## src/rtl/exmem_pkg.sv

```systemverilog
// Shared encodings and default widths for the EX/MEM pipeline boundary.
package exmem_pkg;

    localparam int DATAWIDTH_DEF = 32;
    localparam int REGINDEX_DEF  = 5;
    localparam int WBSEL_W       = 2;
    localparam int RSEL_W        = 3;
    localparam int WSEL_W        = 2;

    typedef enum logic [WBSEL_W-1:0] {
        WB_ALU = 2'd0,
        WB_MEM = 2'd1,
        WB_PC4 = 2'd2
    } wbsel_e;

    typedef enum logic [RSEL_W-1:0] {
        RS_LB  = 3'd0,
        RS_LH  = 3'd1,
        RS_LW  = 3'd2,
        RS_LBU = 3'd4,
        RS_LHU = 3'd5
    } rsel_e;

    typedef enum logic [WSEL_W-1:0] {
        WS_SB = 2'd0,
        WS_SH = 2'd1,
        WS_SW = 2'd2
    } wsel_e;

    // Concatenated payload: ALU, PC+4, store data, rd, selects and the two write enables.
    function automatic int payload_width(input int dw, input int ri);
        return 3 * dw + ri + WBSEL_W + RSEL_W + WSEL_W + 2;
    endfunction

endpackage

```

## src/rtl/exmem_p_reg_nb.sv

```systemverilog
// Generic N-bit enable register with synchronous active-low reset.
module p_reg_nb #(
    parameter int N = 8
) (
    input  logic         clk,
    input  logic         rst,
    input  logic         en,
    input  logic [N-1:0] d,
    output logic [N-1:0] q
);

    always_ff @(posedge clk) begin
        if (!rst)
            q <= '0;
        else if (en)
            q <= d;
    end

endmodule

```

## src/rtl/exmem_pipe_stage.sv

```systemverilog
// EX/MEM pipeline stage with valid/ready handshake, optional skid entry,
// synchronous flush and saturating stall/flush counters.
module exmem_pipe_stage
    import exmem_pkg::*;
#(
    parameter int DATAWIDTH = DATAWIDTH_DEF,
    parameter int REGINDEX  = REGINDEX_DEF,
    parameter int SKID      = 1,
    parameter int CNTW      = 16
) (
    input  logic                 clk,
    input  logic                 rst,
    input  logic                 flush,
    input  logic                 in_valid,
    output logic                 in_ready,
    input  logic [DATAWIDTH-1:0] alu_in,
    input  logic [DATAWIDTH-1:0] pcm_in,
    input  logic [DATAWIDTH-1:0] datareg_in,
    input  logic [REGINDEX-1:0]  rd_in,
    input  logic [WBSEL_W-1:0]   wbsel_in,
    input  logic                 memrw_in,
    input  logic [RSEL_W-1:0]    rsel_in,
    input  logic [WSEL_W-1:0]    wsel_in,
    input  logic                 regwrite_in,
    output logic                 out_valid,
    input  logic                 out_ready,
    output logic [DATAWIDTH-1:0] alu_out,
    output logic [DATAWIDTH-1:0] pcm_out,
    output logic [DATAWIDTH-1:0] datareg_out,
    output logic [REGINDEX-1:0]  rd_out,
    output logic [WBSEL_W-1:0]   wbsel_out,
    output logic                 memrw_out,
    output logic [RSEL_W-1:0]    rsel_out,
    output logic [WSEL_W-1:0]    wsel_out,
    output logic                 regwrite_out,
    output logic [CNTW-1:0]      stall_cnt,
    output logic [CNTW-1:0]      flush_cnt
);

    localparam int PW = payload_width(DATAWIDTH, REGINDEX);
    localparam logic [CNTW-1:0] CNT_ONE = CNTW'(1);
    localparam logic [CNTW-1:0] CNT_MAX = '1;

    logic          live;
    logic          main_valid;
    logic          skid_valid;
    logic          accept;
    logic          drain;
    logic          main_load;
    logic [PW-1:0] in_payload;
    logic [PW-1:0] main_d;
    logic [PW-1:0] main_q;
    logic          memrw_q;
    logic          regwrite_q;

    assign in_payload = {alu_in, pcm_in, datareg_in, rd_in, wbsel_in,
                         memrw_in, rsel_in, wsel_in, regwrite_in};
    assign accept     = in_valid & in_ready;
    assign drain      = main_valid & out_ready;
    assign out_valid  = main_valid;

    // live keeps in_ready low throughout reset and for the release cycle.
    generate
        if (SKID != 0) begin : g_skid
            logic          skid_load;
            logic [PW-1:0] skid_q;

            assign in_ready  = live & ~skid_valid;
            assign main_load = ~flush & (skid_valid ? drain : (accept & (~main_valid | drain)));
            assign skid_load = ~flush & ~skid_valid & accept & main_valid & ~out_ready;
            assign main_d    = skid_valid ? skid_q : in_payload;

            p_reg_nb #(.N(PW)) u_skid_reg (
                .clk (clk),
                .rst (rst),
                .en  (skid_load),
                .d   (in_payload),
                .q   (skid_q)
            );

            always_ff @(posedge clk) begin
                if (!rst)
                    skid_valid <= 1'b0;
                else if (flush)
                    skid_valid <= 1'b0;
                else if (skid_load)
                    skid_valid <= 1'b1;
                else if (drain)
                    skid_valid <= 1'b0;
            end
        end else begin : g_noskid
            assign in_ready   = live & (~main_valid | out_ready);
            assign main_load  = ~flush & accept;
            assign main_d     = in_payload;
            assign skid_valid = 1'b0;
        end
    endgenerate

    p_reg_nb #(.N(PW)) u_main_reg (
        .clk (clk),
        .rst (rst),
        .en  (main_load),
        .d   (main_d),
        .q   (main_q)
    );

    always_ff @(posedge clk) begin
        if (!rst) begin
            live       <= 1'b0;
            main_valid <= 1'b0;
        end else begin
            live <= 1'b1;
            if (flush)
                main_valid <= 1'b0;
            else if (main_load)
                main_valid <= 1'b1;
            else if (drain)
                main_valid <= 1'b0;
        end
    end

    assign {alu_out, pcm_out, datareg_out, rd_out, wbsel_out,
            memrw_q, rsel_out, wsel_out, regwrite_q} = main_q;

    // A bubble may carry stale payload but must never write memory or the register file.
    assign memrw_out    = memrw_q & main_valid;
    assign regwrite_out = regwrite_q & main_valid;

    always_ff @(posedge clk) begin
        if (!rst) begin
            stall_cnt <= '0;
            flush_cnt <= '0;
        end else begin
            if (main_valid & ~out_ready & (stall_cnt != CNT_MAX))
                stall_cnt <= stall_cnt + CNT_ONE;
            if (flush & (main_valid | skid_valid) & (flush_cnt != CNT_MAX))
                flush_cnt <= flush_cnt + CNT_ONE;
        end
    end

endmodule

```

## config.mk

```make
export PLATFORM = sky130hd
export DESIGN_NAME = exmem_pipe_stage
export DESIGN_NICKNAME = d
export VERILOG_FILES = /design/src/rtl/exmem_pkg.sv /design/src/rtl/exmem_p_reg_nb.sv /design/src/rtl/exmem_pipe_stage.sv
export SDC_FILE = /design/constraint.sdc
export NUM_CORES = 1
export LEC_CHECK = 0
export ABC_AREA = 1
export BUFFER_PORTS_ARGS = -buffer_cell sky130_fd_sc_hd__buf_2
export CELL_PAD_IN_SITES_DETAIL_PLACEMENT = 1
export CELL_PAD_IN_SITES_GLOBAL_PLACEMENT = 1
export CORE_AREA = 2 2 191 193
export CTS_BUF_LIST = sky130_fd_sc_hd__clkbuf_4 sky130_fd_sc_hd__clkbuf_8
export DETAILED_ROUTE_END_ITERATION = 8
export DIE_AREA = 0 0 193 195
export GPL_ROUTABILITY_DRIVEN = 1
export PLACE_DENSITY_LB_ADDON = 0.1
export SLEW_MARGIN = 20
export SYNTH_ARGS = -nofsm -noshare
export SYNTH_HDL_FRONTEND = slang
export SYNTH_HIERARCHICAL = 1
export SYNTH_SLANG_ARGS = --single-unit
```

## constraint.sdc

```tcl
create_clock -name clk -period 1.5 [get_ports clk]
set_input_delay 0.3 -clock clk [delete_from_list [all_inputs] [get_ports clk]]
set_output_delay 0.3 -clock clk [all_outputs]
set_load 0.005 [all_outputs]
```

Word-level counts from Yosys, hierarchy flattened
Cells that the tools add are included.
Widths: inputs -> output; s select.
{"block": "classes", "n_addsub": 2, "multipliers": 0, "div": 0, "n_lt_le_gt_ge": 0, "n_eq_ne": 2, "shift": 0, "mux": 6, "n_bitwise": 22, "reduce_logical": 3}
{"cell": "$mux 110", "count": 1}
{"cell": "$add 16x1->16 const B", "count": 2}
{"cell": "$ne 16x16->1 const B", "count": 2}
{"cell": "$and 1x1->1", "count": 15}
{"cell": "$mux 1", "count": 5}
{"cell": "$not 1->1", "count": 5}
{"cell": "$reduce_bool 2->1", "count": 2}
{"cell": "$or 1x1->1", "count": 2}
{"cell": "$reduce_or 2->1", "count": 1}
{"block": "totals", "ff_bits": 255, "latchBits": 0, "ramBits": 0, "rom_bits": 0, "memories": 0}

Depth between registers and ports, before layout
{"block": "depth", "depth_word": 7, "ltp_mapped": 10, "depth_no_buf": 9}

By module
The synthesis kept the hierarchy.
{"module": "p_reg_nb", "instances": 2, "cells_each": 696, "area_per_inst_um2": 4510.6, "seq_area_each_um2": 2202.1}
{"module": "exmem_pipe_stage", "instances": 1, "cells_each": 664, "area_per_inst_um2": 3309.4, "seq_area_each_um2": 700.7}

Least setup slack after synthesis
OpenSTA, ideal clock, no wires.
{"block": "synth_timing", "path_kind": "register to register", "from": "reg main_valid, in the netlist out_valid", "to": "reg g_skid.u_skid_reg.q[100]", "setup_time_ns": 0.113, "arrival_time_ns": 1.598, "setup_slack_ns": -0.211, "stages_incl_launch_ff": 10, "n_path_buf": 2, "synth_period_minus_slack_ns": 1.711, "path_cell_list": "dfxtp_1 -> inv_1 -> nor2_4 -> inv_1 -> nor3_1 -> buf_2 -> buf_2 -> nand2_1 -> nand2_1 -> nor2_1"}
{"block": "synth_between", "elab_chain_cells": 2}
{"element": "from (decl)", "line_no": "exmem_pipe_stage.sv:45", "source": "logic main_valid;"}
{"element": "from (signal assigned)", "line_no": "exmem_pipe_stage.sv:110", "source": "main_valid <= 1'b0;"}
{"element": "from (signal assigned)", "line_no": "exmem_pipe_stage.sv:114", "source": "main_valid <= 1'b0;"}
{"element": "from (signal assigned)", "line_no": "exmem_pipe_stage.sv:116", "source": "main_valid <= 1'b1;"}
{"element": "$and 1x1->1 (2 in series)", "line_no": "exmem_pipe_stage.sv:70", "source": "assign skid_load = ~flush & ~skid_valid & accept & main_valid & ~out_ready;"}
{"element": "net g_skid.skid_load", "line_no": "exmem_pipe_stage.sv:65", "source": "logic skid_load;"}
{"element": "to (signal assigned)", "line_no": "exmem_p_reg_nb.sv:14", "source": "q <= '0;"}
{"element": "to (signal assigned)", "line_no": "exmem_p_reg_nb.sv:16", "source": "q <= d;"}
{"element": "to (decl)", "line_no": "exmem_p_reg_nb.sv:9", "source": "output logic [N-1:0] q"}
The timed path passes the listed nets, and every way through them passes these cells.
A chain may end at the register's enable or synchronous reset.

Worst setup path after layout
{"block": "layout_timing", "from": "reg skid_valid", "to": "reg g_skid.u_skid_reg.q[59]"}
{"block": "layout_between", "elab_chain_cells": 6, "elab_cells_between_ends": 7, "classes_between": "7 x bitwise"}
{"element": "from (decl)", "line_no": "exmem_pipe_stage.sv:46", "source": "logic skid_valid;"}
{"element": "from (signal assigned)", "line_no": "exmem_pipe_stage.sv:83", "source": "skid_valid <= 1'b0;"}
{"element": "from (signal assigned)", "line_no": "exmem_pipe_stage.sv:85", "source": "skid_valid <= 1'b0;"}
{"element": "from (signal assigned)", "line_no": "exmem_pipe_stage.sv:87", "source": "skid_valid <= 1'b1;"}
{"element": "$not 1->1 (*)", "line_no": "exmem_pipe_stage.sv:68, exmem_pipe_stage.sv:70"}
{"element": "$and 1x1->1", "line_no": "exmem_pipe_stage.sv:68", "source": "assign in_ready = live & ~skid_valid;"}
{"element": "$and 1x1->1", "line_no": "exmem_pipe_stage.sv:58", "source": "assign accept = in_valid & in_ready;"}
{"element": "$and 1x1->1 (*) (3 in series)", "line_no": "exmem_pipe_stage.sv:70"}
{"element": "net g_skid.skid_load", "line_no": "exmem_pipe_stage.sv:65"}
Mark *: on every way through the listed nets, which the timed path passes. The rest lies on a longest branch.

==> run metrics <==
cell type with the highest aggregate area in the netlist=dfxtp_1; Die ar.=37600 sq um; Initial Util=34.8%; Area after DPL=14600 sq um; Period minus WS final=1.60 ns; CP Data Arrival Time=2.10 ns; Post-synth EDFFs=0; TritonCTS clock tree=yes; worst slew pin tran=approximately 0.47 ns; Die W=approximately 190 um; first-pass GRT wire length=67.3 mm; count leader, synth=nand2_1; xor-xnor portion of the synthesized cell area=0.852%; RSZ-0062 raised after global routing=true; remaining antenna violation count=0; Setup crit end kind=flip-flop; syn_nets=between 2000 and 2500; non-filler cells, final=between 2000 and 3000; Clock Latency Late Sink=0.59 ns; Die Y=around 200 um; Commonest cells post-synth=863 x nand2_1, 486 x nor2_1, 255 x dfxtp_1, 250 x inv_1, 50 x buf_2; cell depth of the worst hold path=5; nets=2579; vias in the first global route=13662; Residual DRC=0; routed wire length=around 43 mm; post-synth top area share=between 40 and 50%; Post-Syn Instances=2056; Final setup violation count=205; initial antenna violation count=5; reg2reg start=skid_valid; worst-path maximum fanout=8; type of origin of the critical path=flip-flop; Min-Delay Endpoint=g_skid.u_skid_reg/q[93]; Max Cap Viol=0; Pre-antenna DRT Iters=4; R2R Path End=g_skid.u_skid_reg/q[59]; outcome=finished with violations; routability cong.=0.805; Final period util=107%; Synth Register Bits=255; Routed WL per cell=14.7 um; placed insts=2764; launch point of the worst hold path=alu_in[15]; Num Clock Sinks=255; Total GRT Usage=a little over a fifth; final hold vios=0; Design Area, Final=17900 sq um; failing checks=setup timing; gr ovfl total=0; asr flop ratio synth=0%; Port Buffers=258; skew final=0.0269 ns; pre-CTS setup slack=-0.0806 ns; crit path kind=flip-flop to flip-flop; Post-Synth Simple-Gate Area=43.4%; via count=13217; cts bufs inserted=48; clock buffer depth=3; relative slew slack=68.7%; R2R cell count=10; area grow syn2layout=45.3%; pwr dens=890 nW/um^2; compound-cell area share of the yosys netlist=1.48%; mux cell area share after synthesis=0%; Clock transition at path regs=0.06 ns; Pleak=9.39 nW; Seq/Total Area, Yosys=41.4%; WP data required=2.00 ns; Synth cell types=23; Ys Warns=6; Worst VDD drop=644 uV; Post-Syn Area=roughly 12000 sq um; DRT iter0 DRCs=453; Root Buffer=clkbuf_8; ys flop type=dfxtp_1; IO Count=around 260; hold crit path type=input pin to flip-flop; hpwl dp=26.1 mm; Core ar.=35400 sq um; flop2flop setup slack=-0.1 ns; H-Tree Depth=2; combinational family with the most area after synthesis=simple AND/OR/NAND/NOR gates; fmax=626 MHz; share of layout cells above drive strength 1=25.8%; Post-Synth Adder-Cell Area=0.203%; Final Max Tran Viols=0; row count=roughly 70; largest net degree at the start of global routing=73; post-synthesis area per instance=6.00 sq um; Area contributors post-synth=dfxtp_1 41%, nand2_1 26%, nor2_1 15%; worst setup margin=-0.0983 ns; vias per cell=4.46; hold slack=approximately 0.036 ns
logic make-up after synthesis:
group	count (synthesis)
xor gates and xnor gates	12
DFF	255
AOI/OAI and AO/OA	33
and+or+nand+nor	1399
buffers and inverters	355
adders and majority gates	2
cell usage in the layout, fill, tap and decap left out, types with 27 or more instances in the layout:
cell / n
nand2_1: 796
nor2_1: 433
buf_2: 253
inv_1: 243
dfxtp_1: 238
dlygate4sd3_1: 63
clkbuf_8: 60
nand2_2: 54
buf_4: 46
nor2_2: 35
buf_12: 29
nand3_1: 28
buf_6: 27
through the flow:
stage / setup TNS [ns] / power [mW] / util, %
final: -7.89 / 15.9 / 50.6
after global routing: -23.94 / 16.8 / 50.6
after CTS: -8.10 / 16.1 / 48.6
after detailed placement: -9.56 / 8.60 / 41.3
after global placement: -1.24 / 8.56 / 41.3
after floorplan: 0 / 7.98 / -
how the worst max path moves through the flow:
| stage | startpoint | endpoint | slack [ns] | cells past startpoint |
|---|---|---|---|---|
| 6_report | skid_valid | g_skid.u_skid_reg/q[59] | -0.1 | 10 |
| 5_1_grt | skid_valid | g_skid.u_skid_reg/q[66] | -0.18 | 10 |
| 4_1_cts | skid_valid | g_skid.u_skid_reg/q[4] | -0.1 | 9 |
| 3_5_place_dp | skid_valid | g_skid.u_skid_reg/q[74] | -0.08 | 9 |
| 3_3_place_gp | out_ready | g_skid.u_skid_reg/q[82] | -0.03 | 9 |
| 2_1_floorplan | out_valid | g_skid.u_skid_reg/q[28] | 0.02 | 9 |
registers in the layout (all words and copies together) (netlist names):
| signal | count |
|---|---|
| live | 1 |
| out_valid | 1 |
| skid_valid | 1 |
| flush_cnt | 16 |
| u_main_reg/q | 110 |
| stall_cnt | 16 |
| g_skid.u_skid_reg/q | 110 |
layout make-up:
cell class | count | area (sq um)
clock buffer | 82 | 985
sequential | 255 | 5130
tap | 461 | 577
timing repair buffer | 457 | 4050
multi-input combinational | 1448 | 6200
antenna | 3 | 7.51
clock inverter | 3 | 18.8
inverter | 252 | 951
fill | 4704 | 17500
metal layers:
layer,GRT usage [%],wire length (um)
met3,4.49,2210
met5,0,24
met1,26.5,19000
met2,39.4,21400
met4,5.78,839
power by group:
part	internal, mW	switching, mW	total (mW)
logic	0.836	0.940	1.78
clock network	4.09	3.02	7.11
registers	6.95	0.100	7.05
worst max-delay path, stage by stage (launching register included):
cell and delay, ns:
dfxtp_4 0.36, nor2_4 0.11, nand2_2 0.08, buf_6 0.12, nor3_4 0.10, buf_6 0.16, buf_12 0.17, buf_12 0.13
buf_16 0.15, nor2_4 0.05, nor2_1 0.08
what timing repair did:
item,in CTS,in global routing
hold buffers,63,0
gates cloned,18,14
setup endpoints to repair,240,277
pin swaps,43,78
buffers inserted,18,5
resized for setup,98,162
endpoints found under the hold margin,63,0
Power figures use the tool's default switching activity.
